**src/rtl/alu_pipe_if.sv**
```systemverilog
// alu_pipe_if: request/response bundle for alu_pipe.
// The master drives requests and consumes results; the slave (the ALU) answers.
interface alu_pipe_if #(
   parameter int unsigned WIDTH = 32
);
   logic             in_valid;
   logic             in_ready;
   logic [WIDTH-1:0] a;
   logic [WIDTH-1:0] b;
   logic [3:0]       op;
   logic             out_valid;
   logic             out_ready;
   logic [WIDTH-1:0] result;
   logic             carryout;
   logic             overflow;
   logic             zero;
   logic             illegal;

   modport master (
      output in_valid, a, b, op, out_ready,
      input  in_ready, out_valid, result, carryout, overflow, zero, illegal
   );

   modport slave (
      input  in_valid, a, b, op, out_ready,
      output in_ready, out_valid, result, carryout, overflow, zero, illegal
   );
endinterface

```
**src/rtl/alu_pipe.sv**
```systemverilog
// alu_pipe: single-slot ALU with valid/ready on both sides.
// Ops 0-7 finish in one cycle; op 8 (MUL) is an iterative shift-add multiplier that is
// only present when the macro ALU_PIPE_MUL_EN is defined. Without it op 8 is illegal.
module alu_pipe #(
   parameter int unsigned WIDTH = 32
) (
   input logic       clk,
   input logic       reset,
   alu_pipe_if.slave bus
);

   localparam int unsigned Msb = WIDTH - 1;

`ifdef ALU_PIPE_MUL_EN
   localparam int unsigned CntW = $clog2(WIDTH + 1);

   typedef enum logic [1:0] {
      StIdle = 2'd0,
      StFull = 2'd1,
      StMul  = 2'd2
   } state_e;
`else
   typedef enum logic [1:0] {
      StIdle = 2'd0,
      StFull = 2'd1
   } state_e;
`endif

   state_e state_q, state_d;

   // Held result and flags
   logic [WIDTH-1:0] res_q, res_d;
   logic             co_q, co_d;
   logic             ov_q, ov_d;
   logic             z_q, z_d;
   logic             il_q, il_d;

   // Single-cycle ALU outputs
   logic [WIDTH-1:0] alu_res;
   logic             alu_co;
   logic             alu_ov;
   logic             alu_il;
   logic [WIDTH:0]   add_full;
   logic [WIDTH:0]   sub_full;
   logic             slt;

   logic             in_ready;
   logic             out_valid;
   logic             accept;

`ifdef ALU_PIPE_MUL_EN
   // prod holds {partial sum, remaining multiplier bits}; it shifts right once per step
   logic [2*WIDTH-1:0] prod_q, prod_d;
   logic [WIDTH-1:0]   mcand_q, mcand_d;
   logic [CntW-1:0]    cnt_q, cnt_d;
   logic [WIDTH:0]     mul_sum;
   logic [2*WIDTH-1:0] mul_next;
   logic               mul_last;
   logic               is_mul;
`endif

   // Combinational single-cycle operations on the incoming request
   always_comb begin
      alu_res  = '0;
      alu_co   = 1'b0;
      alu_ov   = 1'b0;
      alu_il   = 1'b0;
      add_full = {1'b0, bus.a} + {1'b0, bus.b};
      sub_full = {1'b0, bus.a} + {1'b0, ~bus.b} + {{WIDTH{1'b0}}, 1'b1};
      slt      = $signed(bus.a) < $signed(bus.b);
      case (bus.op)
         4'd0: begin
            alu_res = add_full[WIDTH-1:0];
            alu_co  = add_full[WIDTH];
            alu_ov  = (bus.a[Msb] == bus.b[Msb]) && (add_full[Msb] != bus.a[Msb]);
         end
         4'd1: begin
            alu_res = sub_full[WIDTH-1:0];
            // Report a borrow: 1 when a < b unsigned
            alu_co  = ~sub_full[WIDTH];
            alu_ov  = (bus.a[Msb] != bus.b[Msb]) && (sub_full[Msb] != bus.a[Msb]);
         end
         4'd2: alu_res = bus.a ^ bus.b;
         4'd3: alu_res = {{(WIDTH-1){1'b0}}, slt};
         4'd4: alu_res = bus.a & bus.b;
         4'd5: alu_res = ~(bus.a & bus.b);
         4'd6: alu_res = ~(bus.a | bus.b);
         4'd7: alu_res = bus.a | bus.b;
         // op 8 is taken by the multiplier FSM path when it is built in
         default: alu_il = 1'b1;
      endcase
   end

`ifdef ALU_PIPE_MUL_EN
   // One shift-add multiplier step
   always_comb begin
      is_mul   = (bus.op == 4'd8);
      mul_sum  = {1'b0, prod_q[2*WIDTH-1:WIDTH]} + (prod_q[0] ? {1'b0, mcand_q} : '0);
      mul_next = {mul_sum, prod_q[WIDTH-1:1]};
      mul_last = (cnt_q == CntW'(WIDTH - 1));
   end
`endif

   // Next-state, handshake outputs and result loading
   always_comb begin
      state_d   = state_q;
      res_d     = res_q;
      co_d      = co_q;
      ov_d      = ov_q;
      z_d       = z_q;
      il_d      = il_q;
      in_ready  = 1'b0;
      out_valid = 1'b0;
`ifdef ALU_PIPE_MUL_EN
      prod_d    = prod_q;
      mcand_d   = mcand_q;
      cnt_d     = cnt_q;
`endif
      case (state_q)
         StIdle: in_ready = 1'b1;
         StFull: begin
            out_valid = 1'b1;
            in_ready  = bus.out_ready;
            if (bus.out_ready && !bus.in_valid) begin
               state_d = StIdle;
            end
         end
`ifdef ALU_PIPE_MUL_EN
         StMul: begin
            prod_d = mul_next;
            cnt_d  = cnt_q + CntW'(1);
            if (mul_last) begin
               state_d = StFull;
               res_d   = mul_next[WIDTH-1:0];
               co_d    = |mul_next[2*WIDTH-1:WIDTH];
               ov_d    = 1'b0;
               z_d     = (mul_next[WIDTH-1:0] == '0);
               il_d    = 1'b0;
            end
         end
`endif
         default: state_d = StIdle;
      endcase

      accept = bus.in_valid && in_ready;
      if (accept) begin
`ifdef ALU_PIPE_MUL_EN
         if (is_mul) begin
            state_d = StMul;
            prod_d  = {{WIDTH{1'b0}}, bus.b};
            mcand_d = bus.a;
            cnt_d   = '0;
         end else begin
            state_d = StFull;
            res_d   = alu_res;
            co_d    = alu_co;
            ov_d    = alu_ov;
            z_d     = (alu_res == '0);
            il_d    = alu_il;
         end
`else
         state_d = StFull;
         res_d   = alu_res;
         co_d    = alu_co;
         ov_d    = alu_ov;
         z_d     = (alu_res == '0);
         il_d    = alu_il;
`endif
      end
   end

   // State and datapath registers with synchronous reset
   always_ff @(posedge clk) begin
      if (reset) begin
         state_q <= StIdle;
         res_q   <= '0;
         co_q    <= 1'b0;
         ov_q    <= 1'b0;
         z_q     <= 1'b0;
         il_q    <= 1'b0;
`ifdef ALU_PIPE_MUL_EN
         prod_q  <= '0;
         mcand_q <= '0;
         cnt_q   <= '0;
`endif
      end else begin
         state_q <= state_d;
         res_q   <= res_d;
         co_q    <= co_d;
         ov_q    <= ov_d;
         z_q     <= z_d;
         il_q    <= il_d;
`ifdef ALU_PIPE_MUL_EN
         prod_q  <= prod_d;
         mcand_q <= mcand_d;
         cnt_q   <= cnt_d;
`endif
      end
   end

   assign bus.in_ready  = in_ready;
   assign bus.out_valid = out_valid;
   assign bus.result    = res_q;
   assign bus.carryout  = co_q;
   assign bus.overflow  = ov_q;
   assign bus.zero      = z_q;
   assign bus.illegal   = il_q;

endmodule

```
**src/flat_wrapper.sv**
```systemverilog
// flat-port wrapper written by rule: the top's interface ports become plain ports
module alu_pipe_flat 
#(
   parameter int unsigned WIDTH = 32
)
  (clk, reset, bus_in_valid, bus_a, bus_b, bus_op, bus_out_ready, bus_in_ready, bus_out_valid, bus_result, bus_carryout, bus_overflow, bus_zero, bus_illegal);
  alu_pipe_if #(.WIDTH(WIDTH)) bus_i ();
  input logic clk;
  input logic reset;
  input wire logic [$bits(bus_i.in_valid)-1:0] bus_in_valid;
  input wire logic [$bits(bus_i.a)-1:0] bus_a;
  input wire logic [$bits(bus_i.b)-1:0] bus_b;
  input wire logic [$bits(bus_i.op)-1:0] bus_op;
  input wire logic [$bits(bus_i.out_ready)-1:0] bus_out_ready;
  output wire logic [$bits(bus_i.in_ready)-1:0] bus_in_ready;
  output wire logic [$bits(bus_i.out_valid)-1:0] bus_out_valid;
  output wire logic [$bits(bus_i.result)-1:0] bus_result;
  output wire logic [$bits(bus_i.carryout)-1:0] bus_carryout;
  output wire logic [$bits(bus_i.overflow)-1:0] bus_overflow;
  output wire logic [$bits(bus_i.zero)-1:0] bus_zero;
  output wire logic [$bits(bus_i.illegal)-1:0] bus_illegal;
  assign bus_i.in_valid = bus_in_valid;
  assign bus_i.a = bus_a;
  assign bus_i.b = bus_b;
  assign bus_i.op = bus_op;
  assign bus_i.out_ready = bus_out_ready;
  assign bus_in_ready = bus_i.in_ready;
  assign bus_out_valid = bus_i.out_valid;
  assign bus_result = bus_i.result;
  assign bus_carryout = bus_i.carryout;
  assign bus_overflow = bus_i.overflow;
  assign bus_zero = bus_i.zero;
  assign bus_illegal = bus_i.illegal;
  alu_pipe #(.WIDTH(WIDTH)) u_core (.clk(clk), .reset(reset), .bus(bus_i));
endmodule
```
**config.mk**
```make
export PLATFORM = sky130hd
export DESIGN_NAME = alu_pipe_flat
export DESIGN_NICKNAME = d
export VERILOG_FILES = /design/src/rtl/alu_pipe_if.sv /design/src/rtl/alu_pipe.sv /design/src/flat_wrapper.sv
export SDC_FILE = /design/constraint.sdc
export NUM_CORES = 1
export LEC_CHECK = 0
export CORE_ASPECT_RATIO = 0.75
export CORE_MARGIN = 2
export CORE_UTILIZATION = 60
export DETAILED_ROUTE_END_ITERATION = 10
export PLACE_DENSITY = 0.86
export RECOVER_POWER = 50
export SLEW_MARGIN = 20
export SYNTH_ARGS = -nofsm -noshare
export SYNTH_HDL_FRONTEND = slang
export SYNTH_SLANG_ARGS = --single-unit
```
**constraint.sdc**
```tcl
create_clock -name clk -period 6 [get_ports clk]
set_input_delay 1.2 -clock clk [delete_from_list [all_inputs] [get_ports clk]]
set_output_delay 1.2 -clock clk [all_outputs]
set_load 0.005 [all_outputs]
```
==> summary.md, run 1 <==
| Metric | Value |
|---|---|
| Critical Path AT | 5.30 ns |
| Clock-pin slew on the worst setup and hold paths | 0.06 ns |
| Share of synthesized flip-flops with an asynchronous set or reset | 0% |
| Area of the mapped netlist | 7720 µm² |
| Post-route fraction of the period consumed by the critical path | 85.1% |
| Router iterations before antenna repair | 6 |
| Cell type contributing the most total cell area after synthesis | ha_1 |
| Worst reg2reg path startpoint | u_core.state_q[0] |
| Clock latency on the worst-skew pair | 0.28 ns |
| Total power | 1.34 mW |
| Most area-consuming cells after synthesis | ha_1 (17%), dfxtp_1 (9.6%), a21oi_1 (5.3%) |
| Maximum clock insertion buffer count | 2 |
| Worst setup skew after layout | 0.00284 ns |
| # H-tree levels | 2 |
| Failing checks | capacitance limit, slew limit |
| Final Slew Violations | 39 |
| Sinks on Clock Net | 37 |
| Routed wire length per instance | 20.1 µm |
| Kind of critical path | primary input to flip-flop |
| Worst Setup Start Kind | primary input |
| Setup TNS after final layout | 0 ns |
| Initial antenna violation count | 0 |
| Routed wire length | 25.8 mm |
| DIE HEIGHT | 102 µm |
| Startpoint of the worst setup timing path | bus_b[6] |
| IO Port Bufs | 109 |
| P_leak | 3.87 nW |
| Yosys Warn Count | 0 |
| Maximum number of pins on one net before global-route repair | 54 |
| Sequential standard cell area | 741 µm² |
| DRC violation count after routing | 0 |
| Max transition margin | -9.75% |
| Width of the die | 135 µm |
| Kind of end point of the critical path | flip-flop |
| Transition time at the pin with the least slew margin | 1.65 ns |
| Number of synthesized flops with an enable pin | 0 |
| Vias | 8549 |
| Smallest hold slack | 0.450 ns |
| Fraction of final layout cells sized beyond drive strength 1 | 7.07% |
| Max VDD drop | 178 µV |
| Mean cell area of the mapped netlist | 7.36 µm² |
| Final GP Congestion | 1.06 |
| CP max FO | 13 |
| CP max stage delay | 0.64 ns |
| Nets | 1295 |
| Wire length of the first global-routing pass | 40.4 mm |
| Worst endpoint required time | 6.20 ns |
| Remaining number of nets flagged by the antenna check after routing | 0 |
| Maxcap violations | 1 |
| Starting density of the core | 62.0% |
| Cell breakdown of the critical path | clkdlybuf4s50_1 -> inv_1 -> ha_1 -> nor2b_1 -> nor3_1 -> a31o_2 -> o211ai_2 -> a211oi_2 -> o211ai_1 -> a2111oi_1 -> o31ai_1 -> o32a_1 -> nand4bb_1 -> o31ai_2 |
| Commonest register cell after synthesis | dfxtp_1 |
| Resized cells post-CTS | 0 |
| Min-Delay Path Class | flip-flop to flip-flop |
| Setup-failing EPs final | 0 |
| Count of unique library cells instantiated by Yosys | 103 |
| Final HPWL from detailed placement | 20.4 mm |
| Post-synth net total | 1227 |
| DIE AREA | 13800 µm² |
| Gate count after technology mapping | 1048 |
| CTS root buffer | clkbuf_16 |
| Detailed-route vias per instance | 6.66 |
| 1st-iter DRT viols | 1147 |
| Synth Register Bits | 37 |
| Run status | finished, violations left |
| TritonCTS clock tree | built |
| Highest Clock Rate | 196 MHz |
| Fill cell total of the finished layout | 1039 |
| Library cell contributing the largest single delay on the critical path | a2111oi_1 |
| Hold violation total from the final report | 0 |
| Area delta synth->final | 14.7% |
| RSZ-0062 raised after global routing | false |
| Number of I/O pins | 110 |
| Num CTS Buffers | 5 |
| Setup bufs post-CTS | 0 |
| Register area share after synthesis | 9.60% |
| Post-synth top area share | 17.0% |
| Hold path startpoint | u_core.bus.result[1] |
| Total area of multi-input combinational cells | 6150 µm² |
| Number of hold buffers added after CTS | 0 |
| CP top delay family | compound AO/OA/AOI/OAI gates |
| Diodes inserted | 0 |
| All-layer global routing usage | 36.7% |
| Remaining Overflow, GRT | 0 |
| Number of global-route vias before repair | 7714 |
| Core box area | 12400 µm² |
| Time the final worst path needs with I/O delays and setup | 5.10 ns |
| Site row count | 35 |
| Buffers and inverters on the worst path | 2 |
| Power density over the cells | 152 nW/µm² |
[registers in the layout (all words and copies together) (netlist names)]
name and count:
u_core.bus.overflow 1, u_core.bus.zero 1, u_core.bus.illegal 1, u_core.bus.carryout 1, u_core.state_q 1, u_core.bus.result 32
[placed cells by master (no fill, tap or decap), types with 28 or more instances in the layout]
master           count
o21ai_0             44
nor2_1             103
nor3_1              35
a211oi_1            28
nand2_1             69
mux2i_1             34
xnor2_1             41
ha_1               105
dlygate4sd3_1       36
clkdlybuf4s50_1     71
dfxtp_1             37
inv_1               86
a21oi_1             81
[metrics by stage]
| step | instance area, µm² | std cells | utilization (%) | setup slack [ns] |
|---|---|---|---|---|
| after floorplan | 7720 | 1048 | - | 1.66 |
| after global placement | 8680 | 1275 | 69.8 | 0.844 |
| after detailed placement | 8680 | 1275 | 69.8 | 0.762 |
| after CTS | 8850 | 1283 | 71.2 | 1.04 |
| after global routing | 8850 | 1283 | 71.1 | 0.630 |
| final | 8850 | 1283 | 71.1 | 0.897 |
[power breakdown]
part | leakage, nW | internal, mW | switching, mW
Sequential | 0.305 | 0.265 | 0.0117
Combinational | 3.48 | 0.307 | 0.456
Clock | 0.0841 | 0.207 | 0.0972
[kinds of logic after synthesis]
family	synth area share (%)
AOI/OAI and AO/OA	31.7
xor gates and xnor gates	4.65
adders and majority gates	17.5
buffers and inverters	10.7
DFF	9.60
muxes	5.04
and+or+nand+nor	20.8
[tightest hold or removal path, stage by stage, from the launching register on]
cell and delay, ns:
dfxtp_1 0.30, nand2_1 0.05, a21oi_1 0.05
[worst paths after layout]
path	to	slack, ns	depth (start not counted)
worst min-delay path	u_core.bus.result[1]	0.45	2
worst min register to register	u_core.bus.result[1]	0.45	2
worst max register to register	u_core.bus.zero	3.30	11
worst max-delay path	u_core.bus.zero	0.90	14
[cell type report]
type / instances / share of cell area, %
Clock inverter: 1 / 0.339
Clock buffer: 7 / 1.61
Tap cell: 166 / 2.35
Multi-Input combinational cell: 850 / 69.6
Sequential cell: 37 / 8.37
Inverter: 94 / 3.99
Timing Repair Buffer: 128 / 13.8
[Yosys cell counts, types with 12 or more instances]
library cell,instances
inv_1,86
nor2_1,103
dfxtp_1,37
nand2_1,69
xnor2_1,41
nand3_1,19
ha_1,105
clkbuf_8,13
a211oi_1,28
nand2b_1,19
nor3_1,35
o21ai_0,44
a21o_1,12
o211ai_1,15
a21oi_1,81
clkbuf_1,26
mux2i_1,34
[metal layers]
metal	GRT usage, %	wire length, µm
met1	54.7	11300
met2	52.9	10100
met5	0	0
met4	10.7	674
met3	7.79	3780
Note: power is estimated with default switching activity, not from simulation.
==> run 2, diff against run 1 <==
- CORE_UTILIZATION: 60 -> 30
- PLACE_DENSITY: 0.86 -> 0.48
==> run 2 against run 1 <==
The run still ends with capacitance limit, slew limit left. Clock skew barely moved. Sequential power barely moved. Largest power group unchanged. Non-clock buffer count rose by 4. Utilization fell by 35 points. Count of clock-buffer cells in the layout fell by 2. Wire length rose by 16%.
==> summary.md, run 2 (synthesis gave the netlist of run 1 again) <==
| Metric | Value |
|---|---|
| Number of global-route vias before repair | 7661 |
| Commonest non-fill, non-tap cell in the layout | ha_1 |
| Total power | 1.31 mW |
| Max reg flops | 32 |
| Power density over the cells | 144 nW/µm² |
| Resized cells post-CTS | 0 |
| Worst endpoint required time | 6.20 ns |
| Area delta synth->final | 17.4% |
| Detailed-route vias per instance | 5.59 |
| TritonCTS clock tree | built |
| Number of hold buffers added after CTS | 0 |
| Hold violation total from the final report | 0 |
| Post-route fraction of the period consumed by the critical path | 85.0% |
| Diodes inserted | 0 |
| Final Slew Violations | 39 |
| All-layer global routing usage | 21.9% |
| Vias | 8161 |
| Setup TNS after final layout | 0 ns |
| Remaining Overflow, GRT | 0 |
| Remaining number of nets flagged by the antenna check after routing | 0 |
| CP max FO | 13 |
| Router iterations before antenna repair | 5 |
| Highest-count cells in the layout ignoring fill and taps | ha_1 (105), nor2_1 (103), inv_1 (86) |
| Transition time at the pin with the least slew margin | 1.82 ns |
| # H-tree levels | 2 |
| Max VDD drop | 96.7 µV |
| RSZ-0062 raised after global routing | false |
| Clock-pin slew on the worst setup and hold paths | 0.06 ns |
| Maximum number of pins on one net before global-route repair | 54 |
| Core box area | 25100 µm² |
| DRC violation count after routing | 0 |
| Fill cell total of the finished layout | 2717 |
| Kind of end point of the critical path | flip-flop |
| Setup-failing EPs final | 0 |
| IO Port Bufs | 109 |
| Run status | finished, violations left |
| Final GP Congestion | 0.958 |
| Width of the die | 189 µm |
| DIE HEIGHT | 143 µm |
| Starting density of the core | 30.8% |
| Num CTS Buffers | 5 |
| P_leak | 3.87 nW |
| Min-Delay Path Class | flip-flop to flip-flop |
| Clock latency on the worst-skew pair | 0.28 ns |
| Failing checks | capacitance limit, slew limit |
| Worst Setup Start Kind | primary input |
| Routed wire length | 30.0 mm |
| Time the final worst path needs with I/O delays and setup | 5.10 ns |
| Final HPWL from detailed placement | 24.1 mm |
| Kind of critical path | primary input to flip-flop |
| DIE AREA | 27000 µm² |
| Fraction of final layout cells sized beyond drive strength 1 | 7.49% |
| Routed wire length per instance | 20.6 µm |
| Setup bufs post-CTS | 0 |
| Critical Path AT | 5.30 ns |
| Worst setup skew after layout | 0.00248 ns |
| Site row count | 50 |
| Initial antenna violation count | 0 |
| 1st-iter DRT viols | 864 |
| Max transition margin | -21.2% |
| Maximum clock insertion buffer count | 2 |
| CTS root buffer | clkbuf_16 |
| Highest Clock Rate | 196 MHz |
| Nets | 1299 |
| Sinks on Clock Net | 37 |
| Number of I/O pins | 110 |
| Wire length of the first global-routing pass | 46.1 mm |
| Maxcap violations | 1 |
-- run 2: changes by cell type in the layout (fill, tap and decap cells not counted), sizes merged --
cell,change
clkinv,+2
bufinv,-1
buf,+4
clkinvlp,+1
clkbuf,-2
-- run 2: metal layers --
metal  GRT usage (%)  vias to the layer above  part of all wire (%)
li1                -                     3966                     -
met1            35.0                     3835                    52
met2            29.7                      341                    38
met3            4.72                       19                   9.4
met4            2.38                        0                  0.58
met5               0                        -                     0
-- run 2: through the flow --
stage	area, µm²	utilization, %	std cells	worst slack, ns	hold slack, ns
global route	9060	36.1	1459	0.573	0.483
floorplan	7720	-	1048	1.66	0.453
CTS	9070	36.1	1459	0.983	0.464
detailed placement	8920	35.6	1451	0.711	0.456
global placement	8920	35.6	1451	0.764	0.446
finish	9060	36.1	1459	0.901	0.460
-- run 2: worst paths after layout --
check                               end  slack, ns             startpoint  cells past startpoint
setup / recovery        u_core.bus.zero       0.90              bus_a[10]                     14
hold / removal    u_core.bus.result[31]       0.46  u_core.bus.result[31]                      2
setup reg to reg        u_core.bus.zero       3.35      u_core.state_q[0]                     11
hold reg to reg   u_core.bus.result[31]       0.46  u_core.bus.result[31]                      2
-- run 2: layout make-up --
| class | count | area, µm² | share of cell area (%) |
|---|---|---|---|
| Tap cell | 338 | 423 | 4.67 |
| Timing Repair Buffer | 132 | 1250 | 13.8 |
| Sequential cell | 37 | 741 | 8.17 |
| Multi-Input combinational cell | 850 | 6150 | 67.9 |
| Clock inverter | 3 | 17.5 | 0.193 |
| Inverter | 94 | 353 | 3.89 |
| Clock buffer | 5 | 125 | 1.38 |
-- run 2: where the power goes --
part	internal [mW]	total [mW]	switching, mW
sequential	0.265	0.275	0.00990
combinational	0.309	0.782	0.474
clock	0.152	0.250	0.0980
-- run 2: critical path: stages --
cell             delay [ns]
clkdlybuf4s50_1        0.55
inv_1                  0.06
ha_1                   0.61
nor4_1                 0.17
and2_1                 0.22
a211oi_2               0.27
o211ai_2               0.17
a211oi_2               0.39
o211ai_1               0.26
a2111oi_1              0.58
o31ai_1                0.18
o32a_1                 0.20
nand4bb_1              0.19
o31ai_2                0.23
